==> src/rtl/mips_mem_arbiter.sv <==
// mips_mem_arbiter
//
// Shares one single-port unified memory between the instruction-fetch path
// and the load/store path of the 16-bit MIPS core. The winner of arbitration
// gets one fixed-latency memory access. It then receives read data, or an
// ack for a store.
//
// When both ports request in the same cycle, the data port wins. The
// exception is a fetch that has already lost STARVE_LIMIT times in a row
// while waiting: in that case the fetch wins.
//
// Ports
//   clk, rst                     rising-edge clock, synchronous active-high reset
//   ifetch_req/addr              fetch request; held until ifetch_gnt
//   ifetch_gnt/valid/rdata       1-cycle accept pulse, 1-cycle data pulse, held data
//   data_req/we/addr/wdata       load/store request; held until data_gnt
//   data_gnt/valid/rdata         1-cycle accept pulse, 1-cycle done pulse, held load data
//   mem_en/we/addr/wdata         registered memory command
//   mem_rdata                    memory read data, sampled on the last access cycle
//   busy                         high whenever an access is in progress or completing
//
// Sequencing
//   IDLE/DONE --any req--> ACCESS (MEM_LATENCY cycles of mem_en) --> DONE (valid pulse)
module mips_mem_arbiter #(
    parameter int BUS_WIDTH    = 16,
    parameter int MEM_LATENCY  = 2,
    parameter int STARVE_LIMIT = 3
) (
    input  logic                 clk,
    input  logic                 rst,
    input  logic                 ifetch_req,
    input  logic [BUS_WIDTH-1:0] ifetch_addr,
    output logic                 ifetch_gnt,
    output logic                 ifetch_valid,
    output logic [BUS_WIDTH-1:0] ifetch_rdata,
    input  logic                 data_req,
    input  logic                 data_we,
    input  logic [BUS_WIDTH-1:0] data_addr,
    input  logic [BUS_WIDTH-1:0] data_wdata,
    output logic                 data_gnt,
    output logic                 data_valid,
    output logic [BUS_WIDTH-1:0] data_rdata,
    output logic                 mem_en,
    output logic                 mem_we,
    output logic [BUS_WIDTH-1:0] mem_addr,
    output logic [BUS_WIDTH-1:0] mem_wdata,
    input  logic [BUS_WIDTH-1:0] mem_rdata,
    output logic                 busy
);

    localparam int LAT_W    = (MEM_LATENCY  > 1) ? $clog2(MEM_LATENCY)      : 1;
    localparam int STARVE_W = $clog2(STARVE_LIMIT + 1);
    localparam logic [LAT_W-1:0]    LAT_LAST   = LAT_W'(MEM_LATENCY - 1);
    localparam logic [STARVE_W-1:0] STARVE_MAX = STARVE_W'(STARVE_LIMIT);

    typedef enum logic [1:0] {
        IDLE   = 2'd0,
        ACCESS = 2'd1,
        DONE   = 2'd2
    } state_t;

    state_t                 state_reg;
    logic [LAT_W-1:0]       lat_cnt_reg;
    logic [STARVE_W-1:0]    starve_cnt_reg;
    logic                   win_data_reg;
    logic                   ifetch_gnt_reg;
    logic                   ifetch_valid_reg;
    logic [BUS_WIDTH-1:0]   ifetch_rdata_reg;
    logic                   data_gnt_reg;
    logic                   data_valid_reg;
    logic [BUS_WIDTH-1:0]   data_rdata_reg;
    logic                   mem_en_reg;
    logic                   mem_we_reg;
    logic [BUS_WIDTH-1:0]   mem_addr_reg;
    logic [BUS_WIDTH-1:0]   mem_wdata_reg;

    // Arbitration. Data wins by default. A fetch that has been starved
    // STARVE_LIMIT times takes the slot instead.
    logic any_req;
    logic fetch_starved;
    logic pick_data;

    assign any_req       = ifetch_req | data_req;
    assign fetch_starved = ifetch_req && (starve_cnt_reg == STARVE_MAX);
    assign pick_data     = data_req && !fetch_starved;

    always_ff @(posedge clk) begin
        if (rst) begin
            state_reg        <= IDLE;
            lat_cnt_reg      <= '0;
            starve_cnt_reg   <= '0;
            win_data_reg     <= 1'b0;
            ifetch_gnt_reg   <= 1'b0;
            ifetch_valid_reg <= 1'b0;
            ifetch_rdata_reg <= '0;
            data_gnt_reg     <= 1'b0;
            data_valid_reg   <= 1'b0;
            data_rdata_reg   <= '0;
            mem_en_reg       <= 1'b0;
            mem_we_reg       <= 1'b0;
            mem_addr_reg     <= '0;
            mem_wdata_reg    <= '0;
        end else begin
            // Grant and valid are single-cycle pulses.
            ifetch_gnt_reg   <= 1'b0;
            data_gnt_reg     <= 1'b0;
            ifetch_valid_reg <= 1'b0;
            data_valid_reg   <= 1'b0;

            case (state_reg)
                IDLE, DONE: begin
                    if (any_req) begin
                        state_reg    <= ACCESS;
                        lat_cnt_reg  <= '0;
                        mem_en_reg   <= 1'b1;
                        win_data_reg <= pick_data;
                        if (pick_data) begin
                            data_gnt_reg  <= 1'b1;
                            mem_we_reg    <= data_we;
                            mem_addr_reg  <= data_addr;
                            mem_wdata_reg <= data_wdata;
                            // Count a lost slot only when fetch was actually waiting.
                            if (ifetch_req && (starve_cnt_reg != STARVE_MAX))
                                starve_cnt_reg <= starve_cnt_reg + STARVE_W'(1);
                        end else begin
                            ifetch_gnt_reg <= 1'b1;
                            mem_we_reg     <= 1'b0;
                            mem_addr_reg   <= ifetch_addr;
                            starve_cnt_reg <= '0;
                        end
                    end else begin
                        state_reg <= IDLE;
                    end
                end

                ACCESS: begin
                    if (lat_cnt_reg == LAT_LAST) begin
                        state_reg  <= DONE;
                        mem_en_reg <= 1'b0;
                        mem_we_reg <= 1'b0;
                        if (win_data_reg) begin
                            data_valid_reg <= 1'b1;
                            // A store leaves the previous load data in place.
                            if (!mem_we_reg)
                                data_rdata_reg <= mem_rdata;
                        end else begin
                            ifetch_valid_reg <= 1'b1;
                            ifetch_rdata_reg <= mem_rdata;
                        end
                    end else begin
                        lat_cnt_reg <= lat_cnt_reg + LAT_W'(1);
                    end
                end

                default: begin
                    state_reg  <= IDLE;
                    mem_en_reg <= 1'b0;
                    mem_we_reg <= 1'b0;
                end
            endcase
        end
    end

    assign ifetch_gnt   = ifetch_gnt_reg;
    assign ifetch_valid = ifetch_valid_reg;
    assign ifetch_rdata = ifetch_rdata_reg;
    assign data_gnt     = data_gnt_reg;
    assign data_valid   = data_valid_reg;
    assign data_rdata   = data_rdata_reg;
    assign mem_en       = mem_en_reg;
    assign mem_we       = mem_we_reg;
    assign mem_addr     = mem_addr_reg;
    assign mem_wdata    = mem_wdata_reg;
    assign busy         = (state_reg != IDLE);

endmodule

==> config.mk <==
export PLATFORM = sky130hd
export DESIGN_NAME = mips_mem_arbiter
export DESIGN_NICKNAME = d
export VERILOG_FILES = /design/src/rtl/mips_mem_arbiter.sv
export SDC_FILE = /design/constraint.sdc
export NUM_CORES = 1
export LEC_CHECK = 0
export ABC_AREA = 0
export CAP_MARGIN = 20
export CORE_ASPECT_RATIO = 1.2
export CORE_MARGIN = 3
export CORE_UTILIZATION = 44
export CTS_CLUSTER_SIZE = 40
export DETAILED_ROUTE_END_ITERATION = 8
export MAX_ROUTING_LAYER = met4
export PLACE_DENSITY = 0.85
export SLEW_MARGIN = 15
export SYNTH_ARGS = -nofsm -noshare
export SYNTH_HDL_FRONTEND = slang
export SYNTH_SLANG_ARGS = --single-unit
==> constraint.sdc <==
create_clock -name clk -period 4.2 [get_ports clk]
set_input_delay 0.42 -clock clk [delete_from_list [all_inputs] [get_ports clk]]
set_output_delay 0.42 -clock clk [all_outputs]
set_load 0.1 [all_outputs]
======== Word level (Yosys, flattened, before mapping) ========
Cells that the tools add are included.
storage, ports and cells
  input bits .............................. 69
  output and inout port bits .............. 71
  register bits after elaboration ......... 76
  logic and storage cells ................. 66
operators by class
  equal/unequal tests ..................... 7
  mux-type cells .......................... 19
  add/sub/neg operators ................... 2
  bitwise logic cells ..................... 7
  reductions and logical operators ........ 17
operators by type and width
  kind                 count
  $mux 16              1
  $mux 1               11
  $reduce_and 3->1     3
  $mux 2               3
  $ne 2x2->1 const B   3
  $not 1->1            6
  $pmux 1 s2           3
  $reduce_and 2->1     3
  $reduce_or 3->1      2
  $eq 2x2->1 const B   2
  $pmux 2 s2           1
  $reduce_and 4->1     1
  $reduce_bool 2->1    2
  $logic_and 1x1->1    3
  $add 2x1->2 const B  1
  $eq 2x1->1 const B   1
  $logic_not 2->1      1
  $ne 2x1->1 const B   1
  $reduce_or 2->1      1
  $add 1x1->1 const B  1
  $logic_not 1->1      1
  $or 1x1->1           1

======== Longest topological paths before layout ========
  word-level depth ........................ 7
  depth in mapped cells ................... 6
  mapped depth without buffers ............ 4

======== Worst setup path after synthesis ========
Ideal clock, no wire load.
  path kind ............................... reg2out
  start ................................... register state_reg[0]
  end ..................................... output busy
  path slack .............................. 2.450 ns
  arrival time ............................ 1.330 ns
  required time ........................... 3.780 ns
  buffers on the path ..................... 2
  stages on the path, launching flop included .. 4
  cells stage by stage .................... dfxtp_1 clkbuf_1 clkbuf_1 or2_2
between the ends
  word-level cells in the longest chain between the ends .. 1
RTL lines
  what                    RTL line  RTL
  from (decl)             62        state_t state_reg;
  from (signal assigned)  89        state_reg <= IDLE;
  from (signal assigned)  113       state_reg <= ACCESS;
  from (signal assigned)  132       state_reg <= IDLE;
  $reduce_bool 2->1       174       assign busy = (state_reg != IDLE);
  to (decl)               48        output logic busy
No other way between the ends.

======== Worst setup path after layout ========
Same ends and word-level chain as after synthesis.

==> out/metrics.yaml <==
peakVddDrop_mv: 0.279
preCtsSetupSlack_ns: 1.68
syn-cell-area_mm2: 0.00302
wl_per_cell_um: 14.7
synth_nets: 422
timing.final.hold_violations: 0
maxCapViolations: 0
tns_ns: 0
fill_cells: 570
period_needed_ns: 2.89
min_period_over_period: 0.689
drtAntennaViolNets: 0
grt_pass1_vias: 2906
yosysWarnings: 0
final_cell_mix: "clkdlybuf4s50_1 (138), dfxtp_1 (76), a21oi_1 (52)"
pwr_density_cell_mw_per_mm2: 388
totalWireLength_um: 8310
regArea_mm2: 0.00152
critical_path.startpoint_type: "flop"
dp.cells: 549
viasPerCell: 5.18
whs_ns: 0.458
initialDrtViolationCount: 111
layout.nets: 545
clockBufferDepth: 2
synthArstFlopShare: 0
synth_area_leaders: "dfxtp_1 (50%), a21oi_1 (8.6%), nand2b_1 (6.8%), nand2_1 (6.2%), mux2i_1 (5.3%)"
finalClockSkew_ns: 0.00753
clkSlewWorstSetupHoldPaths_ns: 0.07
post_cts_resized: 0
antenna_found_initial: 0
clock-sinks: 76
cts_tree: "done"
synth_edf_count: 0
mostFrequentLayoutCell: "clkdlybuf4s50_1"
synth_cell_types: 32
synthDominantCellAreaShare: 0.504
syn_to_final_growth_pct: 51.5
crit_required_ns: 3.78
final_core_util: 0.701
slew_headroom: 0.322
p_leak_nw: 1.71
finalWorstSetupSlack_ns: 1.31
grt_use_total: 0.220
port_buffers: 139
stdcell_count: 565
grt_max_degree: 56
setup_viol: 0
die_h_um: 96.7
overflow: 0
multi_input_area_mm2: 0.00136
ys_ff_latch: 76
dp_hpwl_um: 5890
antenna_cells: 0
die_area_mm2: 0.00790
start_util: 0.463
r2r_start: "state_reg[0]"
postCtsSetupBuffers: 0
critPathCaptureType: "output pin"
ios: 140
ys.flop_type: "dfxtp_1"
cts_inserted_buffers: 9
h-tree-depth: 3
drive_gt1_frac: 0.0479
ys_seq_area_frac: 0.504
clkLatencyLatePin_ns: 0.34
avgSynthCellArea_um2: 8.58
fp-row-count: 32
path_max_fanout: 26
clock.fmax_mhz: 345
min_path_type: "reg2reg"
worst_ep_arrival_time_ns: 2.47
yosysTopAreaCell: "dfxtp_1"
crit_start: "state_reg[0]"
core_region_area_mm2: 0.00653
clockRootBuffer: "clkbuf_8"
place_congestion: 0.772
outcome: "finished, final reports clean"
vias: 2928
die_w_um: 81.6
netlist_instances: 352
crit_type: "reg2out"
finalMaxSlewViolations: 0
first_pass_iters: 5
drc: 0
cts_hold_buf: 0
hp-start: "ifetch_rdata[0]"
grt_pass1_wl_um: 13400
rsz0062_at_grt: "no"
tightest_slew_ns: 1.01
-- critical path, cell delays in order, from the launching register on --
cell and delay [ns]:
dfxtp_1 0.77, or2_2 0.23, clkdlybuf4s50_1 1.14
-- synth_stat cells, types with 3 or more instances --
| master | instances |
|---|---|
| o21ai_0 | 18 |
| a21oi_1 | 52 |
| nand2b_1 | 33 |
| buf_2 | 7 |
| nor2_1 | 22 |
| nor3_1 | 3 |
| nand2_1 | 50 |
| dfxtp_1 | 76 |
| nand3_1 | 17 |
| clkbuf_1 | 22 |
| mux2i_1 | 16 |
| a211oi_1 | 16 |
-- stage by stage --
| step | power (mW) | area [um2] |
|---|---|---|
| 2_1_floorplan | 1.16 | 3020 |
| 3_3_place_gp | 1.32 | 4410 |
| 3_5_place_dp | 1.32 | 4410 |
| 4_1_cts | 1.79 | 4570 |
| 5_1_grt | 1.84 | 4570 |
| 6_report | 1.78 | 4570 |
-- layer usage --
layer	vias to the layer above	wire length, um	track usage
met2	112	4230	0.374
met4	0	191	0.102
met3	21	515	0.0438
li1	1435	-	-
met1	1360	3380	0.240
met5	-	0	-
-- where the power goes --
group / switching, mW / internal (mW) / total [mW]
Sequential: 0.0261 / 0.759 / 0.785
Combinational: 0.363 / 0.159 / 0.521
Clock: 0.240 / 0.230 / 0.470
-- area by class of cell --
type	instances	area share
Clock buffer	14	0.0334
Clock inverter	2	0.00219
Inverter	1	0.000821
Multi-Input combinational cell	244	0.298
Sequential cell	76	0.333
Tap cell	85	0.0232
Timing Repair Buffer	143	0.310
-- path summary, 6_finish.rpt --
kind	endpoint	slack, ns	depth (start not counted)
setup / recovery	busy	1.31	2
hold / removal	ifetch_rdata[0]	0.46	2
setup reg to reg	data_rdata[10]	2.07	3
hold reg to reg	ifetch_rdata[0]	0.46	2
-- cell families after synthesis --
logic type | count (synthesis) | synth area share
and+or+nand+nor | 135 | 0.218
muxes | 16 | 0.0530
buffers and inverters | 32 | 0.0464
AOI/OAI and AO/OA | 92 | 0.174
adders and majority gates | 1 | 0.00414
DFF | 76 | 0.504
Note: power is estimated with default switching activity, not from simulation.
